<file path="src/rtl/gpr_port_arbiter.sv">
// -----------------------------------------------------------------------------
// gpr_port_arbiter
//   Owns the single GPR write port and the debug read path of reg_file.
//   Core writeback always wins when it is not stalled. The UART loader and the
//   debug module each have a one-entry holding register. They share the free
//   slots round-robin. A starvation counter forces a one-cycle core stall when a
//   held request has waited STARVE_LIMIT cycles. Debug accesses complete with a
//   registered, handshaked response that carries an error flag.
//
//   Configuration macro: GPR_X0_WRITE_FILTER_EN
//     defined   - grants to index 0 complete normally, but gpr_wr_en_o stays 0
//     undefined - writes to x0 are forwarded to reg_file
//
// Ports
//   reg_clk, reg_rst            clock, asynchronous active-high reset
//   core_wr_en_i/rd_i/wr_data_i core writeback request (highest priority)
//   core_stall_o                core must hold its pipeline this cycle
//   uart_valid_i/rd_i/data_i    UART load request; uart_ready_o accepts it
//   dbg_valid_i/write_i/addr_i/wdata_i  debug request; dbg_ready_o accepts it
//   dbg_resp_valid_o/ready_i    debug response handshake
//   dbg_rdata_o, dbg_err_o      debug response payload
//   gpr_wr_en_o/addr_o/data_o   reg_file write port
//   gpr_rd_addr_o, gpr_rd_data_i reg_file debug read port (combinational data)
// -----------------------------------------------------------------------------
module gpr_port_arbiter #(
  parameter int DATA_WIDTH     = 32,
  parameter int GPR_ADDR_WIDTH = 5,
  parameter int STARVE_LIMIT   = 8
) (
  input  logic                      reg_clk,
  input  logic                      reg_rst,
  input  logic                      core_wr_en_i,
  input  logic [GPR_ADDR_WIDTH-1:0] core_rd_i,
  input  logic [DATA_WIDTH-1:0]     core_wr_data_i,
  output logic                      core_stall_o,
  input  logic                      uart_valid_i,
  input  logic [GPR_ADDR_WIDTH-1:0] uart_rd_i,
  input  logic [DATA_WIDTH-1:0]     uart_data_i,
  output logic                      uart_ready_o,
  input  logic                      dbg_valid_i,
  input  logic                      dbg_write_i,
  input  logic [15:0]               dbg_addr_i,
  input  logic [DATA_WIDTH-1:0]     dbg_wdata_i,
  output logic                      dbg_ready_o,
  output logic                      dbg_resp_valid_o,
  input  logic                      dbg_resp_ready_i,
  output logic [DATA_WIDTH-1:0]     dbg_rdata_o,
  output logic                      dbg_err_o,
  output logic                      gpr_wr_en_o,
  output logic [GPR_ADDR_WIDTH-1:0] gpr_wr_addr_o,
  output logic [DATA_WIDTH-1:0]     gpr_wr_data_o,
  output logic [GPR_ADDR_WIDTH-1:0] gpr_rd_addr_o,
  input  logic [DATA_WIDTH-1:0]     gpr_rd_data_i
);

  localparam int CW = $clog2(STARVE_LIMIT + 1);

  typedef enum logic [1:0] {D_IDLE, D_WAIT, D_RESP} dbg_state_t;

  dbg_state_t dbg_state_q, dbg_state_d;

  logic                      uart_full_q;
  logic [GPR_ADDR_WIDTH-1:0] uart_rd_q;
  logic [DATA_WIDTH-1:0]     uart_data_q;
  logic                      dbg_write_q;
  logic [GPR_ADDR_WIDTH-1:0] dbg_idx_q;
  logic [DATA_WIDTH-1:0]     dbg_wdata_q;
  logic [DATA_WIDTH-1:0]     dbg_rdata_q;
  logic                      dbg_err_q;
  logic                      rr_dbg_q;     // 0: UART has the next tie, 1: debug
  logic [CW-1:0]             starve_cnt_q;
  logic                      stall_q;

  logic uart_pend, dbg_pend, any_pend, slot;
  logic grant_uart, grant_dbg, uart_accept, dbg_accept;
  logic                      wr_en_raw;
  logic [GPR_ADDR_WIDTH-1:0] wr_addr;
  logic [DATA_WIDTH-1:0]     wr_data;

  // Only the address bits that decode GPR space are used.
  logic unused_addr_bits;
  assign unused_addr_bits = ^{dbg_addr_i[15:13], dbg_addr_i[11:GPR_ADDR_WIDTH]};

  assign uart_pend = uart_full_q;
  assign dbg_pend  = (dbg_state_q == D_WAIT) && dbg_write_q;
  assign any_pend  = uart_pend || dbg_pend;
  // A stalled core cycle is a slot, so the core path only wins when not stalled.
  assign slot      = !core_wr_en_i || stall_q;

  assign grant_uart = slot && uart_pend && (!dbg_pend || !rr_dbg_q);
  assign grant_dbg  = slot && dbg_pend  && (!uart_pend || rr_dbg_q);

  // Readies are forced low while reset is held so every output reads 0.
  assign uart_ready_o = !reg_rst && !uart_full_q;
  assign dbg_ready_o  = !reg_rst && (dbg_state_q == D_IDLE);
  assign uart_accept  = uart_valid_i && uart_ready_o;
  assign dbg_accept   = dbg_valid_i && dbg_ready_o;

  // NOTE: every combinational output gets a default first, so no path can
  // leave it unassigned and infer a latch.
  always_comb begin
    wr_en_raw = 1'b0;
    wr_addr   = '0;
    wr_data   = '0;
    if (!reg_rst) begin
      if (!slot) begin
        wr_en_raw = 1'b1;
        wr_addr   = core_rd_i;
        wr_data   = core_wr_data_i;
      end else if (grant_uart) begin
        wr_en_raw = 1'b1;
        wr_addr   = uart_rd_q;
        wr_data   = uart_data_q;
      end else if (grant_dbg) begin
        wr_en_raw = 1'b1;
        wr_addr   = dbg_idx_q;
        wr_data   = dbg_wdata_q;
      end
    end
  end

`ifdef GPR_X0_WRITE_FILTER_EN
  assign gpr_wr_en_o = wr_en_raw && (wr_addr != '0);
`else
  assign gpr_wr_en_o = wr_en_raw;
`endif
  assign gpr_wr_addr_o = wr_addr;
  assign gpr_wr_data_o = wr_data;

  assign core_stall_o     = stall_q;
  assign gpr_rd_addr_o    = (dbg_state_q == D_WAIT && !dbg_write_q) ? dbg_idx_q : '0;
  assign dbg_resp_valid_o = (dbg_state_q == D_RESP);
  assign dbg_rdata_o      = dbg_resp_valid_o ? dbg_rdata_q : '0;
  assign dbg_err_o        = dbg_resp_valid_o && dbg_err_q;

  // Debug FSM: next state.
  always_comb begin
    dbg_state_d = dbg_state_q;
    unique case (dbg_state_q)
      D_IDLE: if (dbg_accept) dbg_state_d = dbg_addr_i[12] ? D_WAIT : D_RESP;
      D_WAIT: if (!dbg_write_q || grant_dbg) dbg_state_d = D_RESP;
      D_RESP: if (dbg_resp_ready_i) dbg_state_d = D_IDLE;
      default: dbg_state_d = D_IDLE;
    endcase
  end

  // NOTE: sequential state uses non-blocking assignments so every flop samples
  // the pre-edge values regardless of statement order.
  always_ff @(posedge reg_clk or posedge reg_rst) begin
    if (reg_rst) dbg_state_q <= D_IDLE;
    else         dbg_state_q <= dbg_state_d;
  end

  // NOTE: payload registers are reset as well; they are few, and it keeps
  // responses from carrying stale data across a reset.
  always_ff @(posedge reg_clk or posedge reg_rst) begin
    if (reg_rst) begin
      uart_full_q  <= 1'b0;
      uart_rd_q    <= '0;
      uart_data_q  <= '0;
      dbg_write_q  <= 1'b0;
      dbg_idx_q    <= '0;
      dbg_wdata_q  <= '0;
      dbg_rdata_q  <= '0;
      dbg_err_q    <= 1'b0;
      rr_dbg_q     <= 1'b0;
      starve_cnt_q <= '0;
      stall_q      <= 1'b0;
    end else begin
      if (grant_uart) begin
        uart_full_q <= 1'b0;
      end else if (uart_accept) begin
        uart_full_q <= 1'b1;
        uart_rd_q   <= uart_rd_i;
        uart_data_q <= uart_data_i;
      end

      if (dbg_accept) begin
        dbg_write_q <= dbg_write_i;
        dbg_idx_q   <= dbg_addr_i[GPR_ADDR_WIDTH-1:0];
        dbg_wdata_q <= dbg_wdata_i;
        dbg_err_q   <= !dbg_addr_i[12];
        dbg_rdata_q <= '0;
      end else if (dbg_state_q == D_WAIT && !dbg_write_q) begin
        // x0 always reads as zero, whatever reg_file drives.
        dbg_rdata_q <= (dbg_idx_q == '0) ? '0 : gpr_rd_data_i;
      end

      if (grant_uart)     rr_dbg_q <= 1'b1;
      else if (grant_dbg) rr_dbg_q <= 1'b0;

      // The stall fires on the cycle after the counter sits at its limit with
      // no slot; the stall cycle itself is a slot, so the pulse is one cycle.
      if (grant_uart || grant_dbg) begin
        starve_cnt_q <= '0;
        stall_q      <= 1'b0;
      end else if (any_pend && !slot) begin
        if (starve_cnt_q == CW'(STARVE_LIMIT - 1)) stall_q <= 1'b1;
        else starve_cnt_q <= starve_cnt_q + 1'b1;
      end else begin
        stall_q <= 1'b0;
      end
    end
  end

endmodule

</file>
<file path="config.mk">
export PLATFORM = sky130hd
export DESIGN_NAME = gpr_port_arbiter
export DESIGN_NICKNAME = d
export VERILOG_FILES = /design/src/rtl/gpr_port_arbiter.sv
export SDC_FILE = /design/constraint.sdc
export NUM_CORES = 1
export LEC_CHECK = 0
export CORE_ASPECT_RATIO = 1.4
export CORE_MARGIN = 5
export CORE_UTILIZATION = 55
export CTS_CLUSTER_SIZE = 24
export DETAILED_ROUTE_END_ITERATION = 6
export DONT_BUFFER_PORTS = 1
export PLACE_DENSITY = 0.82
export REMOVE_ABC_BUFFERS = 1
export SYNTH_ARGS = -nofsm -noshare
export SYNTH_HDL_FRONTEND = slang
export SYNTH_SLANG_ARGS = --single-unit
</file>
<file path="constraint.sdc">
create_clock -name reg_clk -period 6.3 [get_ports reg_clk]
set_clock_uncertainty 0.15 [all_clocks]
set_input_delay 0.315 -clock reg_clk [delete_from_list [all_inputs] [get_ports reg_clk]]
set_output_delay 0.315 -clock reg_clk [all_outputs]
set_load 0.01 [all_outputs]
</file>
## Word-level counts from Yosys, hierarchy flattened

Index checks and enable logic that the tools add are counted.

| word-level totals | value |
|---|---|
| bits of input ports | 161 |
| word-level logic and storage cells | 89 |
| output and inout bits | 80 |
| flip-flop bits (word level) | 117 |

| operators by class | value |
|---|---|
| reductions and logical operators | 35 |
| mux-type cells | 32 |
| add/subtract/negate cells | 1 |
| equal/unequal tests | 8 |
| bitwise logic cells | 1 |

Operator list:

| operator | count |
|---|---|
| 32-bit two-way mux | 8 |
| 5-bit two-way mux | 5 |
| 1-bit logical AND | 12 |
| 4-bit two-way mux | 3 |
| 1-bit two-way mux | 11 |
| 1-bit logical NOT | 8 |
| 2-bit two-way mux | 4 |
| 2-bit nonzero test | 4 |
| 1-bit logical OR | 6 |
| 2-bit case mux with 3 select lines | 1 |
| 5-bit logical NOT | 1 |
| 4-bit by 1-bit adder with 4-bit output, second input constant | 1 |
| 4-bit by 3-bit == test with 1-bit output, second input constant | 1 |
| 2-bit by 1-bit inequality test with 1-bit output, second input constant | 2 |
| 2-bit inequality test, second input constant | 2 |
| 2-bit AND reduction | 2 |
| 3-bit by 2-bit inequality test with 1-bit output, second input constant | 1 |
| 3-bit AND reduction | 1 |
| 2-bit by 1-bit == test with 1-bit output, second input constant | 1 |
| 2-bit == test, second input constant | 1 |
| 2-bit logical NOT | 1 |
| 1-bit NOT | 1 |

## Longest topological paths before layout

Gate-level depths: netlist of run 1.

| logic depth | value |
|---|---|
| word-level depth | 8 |
| mapped depth | 6 |
| mapped depth without buffers | 4 |

## Least setup slack after synthesis of run 1

Ideal clock, no wire load.

| timing | value |
|---|---|
| path kind | input to output |
| start point | in reg_rst |
| end point | out gpr_wr_data_o[22] |
| setup slack | 0.910 ns |
| path buffers | 2 |
| cell stages on the path | 5 |
| required time | 5.835 ns |
| arrival | 4.925 ns |
| cells stage by stage | inv_1 clkbuf_1 clkbuf_1 o21ai_0 a21oi_1 |

| between the ends | value |
|---|---|
| longest elaborated chain between the ends | 1 |

Ends and longest elaborated chain:

| element | line | text |
|---|---|---|
| from (decl) | 31 | `input logic reg_rst,` |
| 32-bit two-way mux | 105 | `if (!reg_rst) begin` |
| to (decl) | 51 | `output logic [DATA_WIDTH-1:0] gpr_wr_data_o,` |

No other way between the ends.

## Worst setup path after layout of run 1

| timing | value |
|---|---|
| start point | reg uart_full_q |
| end point | out gpr_wr_data_o[15] |

| between the ends | value |
|---|---|
| longest elaborated chain between the ends | 7 |

Ends and longest elaborated chain:

| element | line | text |
|---|---|---|
| from (decl) | 62 | `logic uart_full_q;` |
| from (signal assigned) | 158 | `uart_full_q <= 1'b0;` |
| from (signal assigned) | 171 | `uart_full_q <= 1'b0;` |
| from (signal assigned) | 173 | `uart_full_q <= 1'b1;` |
| 1-bit logical NOT | 91 | `assign grant_dbg = slot && dbg_pend && (!uart_pend \|\| rr_dbg_q);` |
| 1-bit logical OR | 91 |  |
| 1-bit logical AND | 91 |  |
| 32-bit two-way mux | 114 | `end else if (grant_dbg) begin` |
| 32-bit two-way mux (*) | 110 | `end else if (grant_uart) begin` |
| 32-bit two-way mux (*) | 106 | `if (!slot) begin` |
| 32-bit two-way mux (*) | 105 |  |

Every way passes the cells marked *; elsewhere a longest branch is shown, timed or not.

==> summary.md, run 1 <==
| Metric | Value |
|---|---|
| Outcome | complete, no violations |
| Fmax | 312.0 MHz |
| Final Critical Period | between 3000 and 4000 ps |
| Most common cell after layout, fill and taps aside | dfrtp_1 |
| Period utilisation layout | 50.87% |
| CTS Buf Count | 17 |
| Syn avg cell area | 10.54 um^2 |
| Power Density | around 380 mW/mm^2 |
| Die H | 134.8 um |
| GPL Wtd Cong | 0.8146 |
| CTS resizes | 0 |
| Min Hold Slack | 114.2 ps |
| Seq/Total Area, Yosys | between 40% and 50% |
| Finished layout cell area | between 0.007 and 0.008 mm^2 |
| Worst hold path class | in -> reg |
| CTS tree | yes |
| Clk root buf | clkbuf_16 |
| Worst path required time | 5830 ps |
| Commonest register cell after synthesis | dfrtp_1 |
| Relative slew slack | 28.56% |
| Largest net degree at the start of global routing | 76 |
| Worst Setup End Kind | output pin |
| Most frequent cells in the layout | dfrtp_1, dlygate4sd3_1, mux2_2, a21oi_1, a31oi_1 |
| Initial core utilization | around 56% |
| GRT Total Usage | 27.57% |
| Routed Wire Length | 18,570 um |
| Pins over their slew limit | 0 |
| Flop pwr share | 41.7% |
| DRT antenna net count | 0 |
| Placed inst area | ~0.0060 mm^2 |
| Synth unique cells | 44 |
| Post-DP HPWL | between 10,000 and 15,000 um |
| Die W | 99.16 um |
| RSZ-0062 raised after global routing | false |
| CTS H-tree lvls | 4 |
| Sw Ratio | 31.53% |
| Logic pwr share | about a quarter |
| Finished Core Util | 71.20% |
| Asr flop ratio synth | 100.0% |
| Port Buffers | 0 |
| Fillcell total | 665 |
| Number of top-level pins | 241 |
| P_sw | 0.9246 mW |
| Layout cell share with drive strength beyond 1 | about 22% |
| Slowest Stage Delay on Critical Path | 960 ps |
| Setup bufs post-CTS | 0 |
| Final nets | 817 |
| Std-Cell Rows | 45 |
| Clk buf depth | 2 |
| Clk network pwr share | approximately a third |
| Critical-path cell with the highest stage delay | dfrtp_2 |
| Setup tns final | 0 ps |
| Worst skew pair latency | between 400 and 500 ps |
| Avg WL per Cell | 23.01 um |
| CORE AREA | 0.01087 mm^2 |
| Wire length of the first global-routing pass | between 20,000 and 30,000 um |
| Die area | 0.01337 mm^2 |
| Clock transition at path regs | 50 ps |
| Initial antenna violation count | 0 |
| Int Pwr | 2.007 mW |
| EDFF count, synth | 0 |
| Vias/cell | 6.497 |
| Number of global-route vias before repair | 5,492 |
| Sequence of cells on the critical path | nand2b_2 > a31oi_1 > a21oi_1 |
| Max IR drop VDD | roughly 0.00022 V |
| Leakage power | 3.145 nW |
| Gate Count Post-Synth | 581 |
| Initial DRC Count | between 200 and 300 |
| Worst-margin pin slew | 1072 ps |
| CP Max Fanout | 46 |
| Finish-stage setup viols | 0 |
| Mapped cell area | between 0.006 and 0.007 mm^2 |
| Hold Vio Cnt, Final | 0 |
| Area Growth Syn to Fin | 26.41% |
| CP Launch Type | register |
| Yosys reg bits | 117 |
| CP delay by family, top | flip-flops |
| # DRC | 0 |
| Worst Path Arrival | 2740 ps |
| Number of buffers and inverters on the critical path | 0 |
| Clock Sinks | 117 |
| Grt total ovfl | 0 |
| Total Power | 2.932 mW |
| Max-Cap Viols | 0 |
| Ant diodes | 0 |
| Ys Warns | 0 |
| Vias | 5,243 |
| Pre-antenna DRT Iters | 5 |
| Critical path type | reg -> out |
state kept, by name (all words and copies together) (netlist names):
name          flops
starve_cnt_q      4
dbg_idx_q         5
uart_data_q      32
uart_rd_q         5
dbg_wdata_q      32
dbg_state_q       2
rr_dbg_q          1
core_stall_o      1
dbg_err_q         1
dbg_write_q       1
dbg_rdata_q      32
uart_full_q       1
kinds of logic after synthesis:
group	after synthesis	share of synthesized area [%]
AO/OA/AOI/OAI	191	20.48
adder cells (fa/ha/maj)	1	0.2044
buffers and inverters	64	5.846
flip-flops	117	47.83
multiplexers	76	13.96
AND/OR/NAND/NOR	132	11.67
cell type report:
class	count	area, um^2	share of cell area (%)
multi-input combinational	400	2856	36.92
tap	141	176.4	2.280
clock inverter	10	155.1	2.005
clock buffer	20	456.7	5.902
inverter	2	10.01	0.1294
timing repair buffer	117	1154	14.91
sequential	117	2929	37.86
Yosys cell counts, types with 2 or more instances:
master,count,share of area [%]
a21oi_1,68,5.6
a21oi_2,3,0.43
a31oi_1,39,4.0
and2_1,38,3.9
buf_1,3,0.18
buf_2,19,1.6
buf_4,6,0.74
buf_6,8,1.5
clkbuf_1,25,1.5
dfrtp_1,117,48
inv_1,2,0.12
mux2_1,6,1.1
mux2_2,69,13
nand2_1,37,2.3
nand2b_1,3,0.31
nand3_1,37,3.0
nor2_1,4,0.25
o211ai_1,7,0.86
o211ai_2,25,5.1
o21ai_0,38,3.1
o22ai_1,2,0.20
o2bb2ai_1,3,0.43
power groups by stage:
| stage | logic [mW] | clock network, mW | registers, mW |
|---|---|---|---|
| 2_1_floorplan | 0.491 | 0 | 1.17 |
| 3_3_place_gp | 0.595 | 0 | 1.19 |
| 3_5_place_dp | 0.627 | 0 | 1.21 |
| 4_1_cts | 0.685 | 1.01 | 1.20 |
| 5_1_grt | 0.767 | 1.05 | 1.24 |
| 6_report | 0.705 | 1.00 | 1.22 |
routing by layer:
metal	global-route usage [%]	wire (um)	up-vias
li1	-	-	2258
met5	0	0	-
met1	32.90	6914	2581
met4	12.45	642	0
met2	46.56	9297	343
met3	7.183	1714	61
worst paths after layout:
path | from | end | slack [ps] | cells past startpoint
max | uart_full_q | gpr_wr_data_o[15] | 3100 | 3
min | dbg_addr_i[12] | dbg_state_q[1] | 110 | 2
max reg2reg | uart_full_q | uart_rd_q[0] | 3590 | 3
min reg2reg | uart_data_q[11] | uart_data_q[11] | 350 | 1
max in group asynchronous | reg_rst | uart_full_q | 4430 | 3
min in group asynchronous | reg_rst | uart_data_q[7] | 370 | 2
per-stage QoR:
step	cells	setup slack (ps)
2_1_floorplan	519	1386
3_3_place_gp	667	3590
3_5_place_dp	667	3592
4_1_cts	807	3050
5_1_grt	807	2723
6_report	807	3095
repair_timing:
item	4_1_cts	5_1_grt
hold endpoints to repair	158	0
setup endpoints to repair	0	0
hold buffers	110	0
Power figures use the tool's default switching activity.
==> inputs of run 2 (changes only) <==
--- a/config.mk
+++ b/config.mk
@@ -11,7 +11,7 @@
 export CTS_CLUSTER_SIZE = 24
 export DETAILED_ROUTE_END_ITERATION = 6
 export DONT_BUFFER_PORTS = 1
-export PLACE_DENSITY = 0.82
+export PLACE_DENSITY = 0.85
 export REMOVE_ABC_BUFFERS = 1
 export SYNTH_ARGS = -nofsm -noshare
 export SYNTH_HDL_FRONTEND = slang
==> constraint.sdc (replaced) <==
create_clock -name reg_clk -period 2.9 [get_ports reg_clk]
set_clock_uncertainty 0.15 [all_clocks]
set_input_delay 0.145 -clock reg_clk [delete_from_list [all_inputs] [get_ports reg_clk]]
set_output_delay 0.145 -clock reg_clk [all_outputs]
set_load 0.01 [all_outputs]
==> summary.md, run 2 (synthesis results as in run 1) <==
| Metric | Value |
|---|---|
| DRT antenna net count | 0 |
| Number of global-route vias before repair | 5,572 |
| Largest net degree at the start of global routing | 49 |
| Finish-stage setup viols | 0 |
| Worst path required time | ~2600 ps |
| CTS Buf Count | 17 |
| Most common cell after layout, fill and taps aside | dfrtp_1 |
| Largest regs | dbg_rdata_q (32), dbg_wdata_q (32), uart_data_q (32) |
| Max-Cap Viols | 0 |
| Number of top-level pins | 241 |
| GRT Total Usage | 27.93% |
| GPL Wtd Cong | a little over 0.8 |
| Worst Setup End Kind | output pin |
| Vias/cell | ~6.5 |
| Final Non-Filler Cells | 823 |
| RSZ-0062 raised after global routing | false |
| Clk root buf | clkbuf_16 |
| Hold path depth | 3 |
| Vias | 5,372 |
| Ant diodes | 0 |
| Outcome | complete, no violations |
| Relative slew slack | approximately a third |
| Hold wc startpoint | reg_rst |
| Initial antenna violation count | 0 |
| Finished Core Util | 72.32% |
| Fmax | 383.5 MHz |
| Initial core utilization | 56.33% |
| Leakage power | roughly 3.2 nW |
| Power Density | 802.7 mW/mm^2 |
| Worst skew pair latency | roughly 400 ps |
| Pins over their slew limit | 0 |
| Layout cell share with drive strength beyond 1 | 22.58% |
| Worst r2r src | dbg_state_q[1] |
| Final Critical Period | 2608 ps |
| Pre-antenna DRT Iters | 6 |
| Post-Place Cells | around 680 |
| Die W | 99.16 um |
| Port Buffers | 0 |
| Die area | about 0.013 mm^2 |
| Grt total ovfl | 0 |
| Fillcell total | 648 |
| Wire length of the first global-routing pass | 29,580 um |
| Period utilisation layout | 89.92% |
| Avg WL per Cell | about 23 um |
| Initial DRC Count | 428 |
| CTS resizes | 0 |
| Worst-margin pin slew | 1017 ps |
| # DRC | 0 |
| CP Launch Type | register |
| Std-Cell Rows | 45 |
| CTS H-tree lvls | 4 |
| Hold Vio Cnt, Final | 0 |
| Area Growth Syn to Fin | 28.39% |
| Clock Sinks | 117 |
| Clock transition at path regs | 50 ps |
| CP Max Fanout | 25 |
| Max IR drop VDD | roughly 0.00043 V |
| Die H | between 100 and 150 um |
| Routed Wire Length | ~19,000 um |
| CTS tree | yes |
| Final nets | around 830 |
| Post-DP HPWL | 11,100 um |
| Worst hold path class | in -> reg |
| Most frequent cells in the layout | dfrtp_1, dlygate4sd3_1, mux2_2, a21oi_1, a31oi_1 |
| Critical path type | reg -> out |
| Worst reg2reg path depth | 4 |
| Worst setup startpoint | dbg_state_q[1] |
| CORE AREA | 0.01087 mm^2 |
| Clk buf depth | 2 |
| Worst Path Arrival | 2310 ps |
==> run 2: final cells by class <==
cell class | instances | area [um^2] | area share [%]
multi-input cells | 400 | 2854 | 36.32
well taps | 141 | 176.4 | 2.245
clock buffers | 21 | 470.5 | 5.986
flip-flops and latches | 117 | 2928 | 37.26
repair buffers | 131 | 1294 | 16.46
inverters | 2 | 10.01 | 0.1274
clock inverters | 11 | 126.4 | 1.608
==> run 2: what timing repair did <==
action,4_1_cts,5_1_grt
setup buffers,0,0
hold endpoints to repair,188,0
hold buffers,114,0
==> run 2: power by group <==
group          switching [mW]  total (mW)  internal [mW]
sequential              0.421        2.63           2.21
clock                   0.736        2.07           1.33
combinational           0.884        1.61          0.729
total                    2.04        6.31           4.27
==> run 2: final timing paths <==
check	end	slack (ps)
max in group asynchronous	dbg_idx_q[0]	1510
max	gpr_wr_data_o[18]	290
min reg2reg	uart_data_q[6]	340
max reg2reg	dbg_state_q[1]	510
min in group asynchronous	dbg_wdata_q[30]	180
min	dbg_err_q	70
==> run 2: metrics by stage <==
step                      total power, mW  TNS, ps  instance area, um^2  setup slack, ps  hold slack (ps)
after CTS                           6.232        0                 7859            299.8            43.34
after floorplan                     3.610  -284590                 5771            -2014            87.62
after global placement              3.882        0                 6121            772.6           -50.51
after global routing                6.617        0                 7859            140.0            73.36
final                               6.308        0                 7859            292.2            74.89
after detailed placement            4.010        0                 6121            741.1           -40.48
==> run 2: worst max-delay path, stage by stage (launching register included) <==
cell	delay, ps
dfrtp_1	500
and3b_2	660
buf_4	280
a31oi_1	140
a21oi_1	340
==> run 2: routing by layer <==
metal | routed length, um | vias up | GRT usage [%]
li1 | - | 2277 | -
met1 | 6739 | 2639 | 32.06
met2 | 9734 | 406 | 48.24
met3 | 1886 | 50 | 8.165
met4 | 503 | 0 | 12.00
met5 | 0 | - | 0
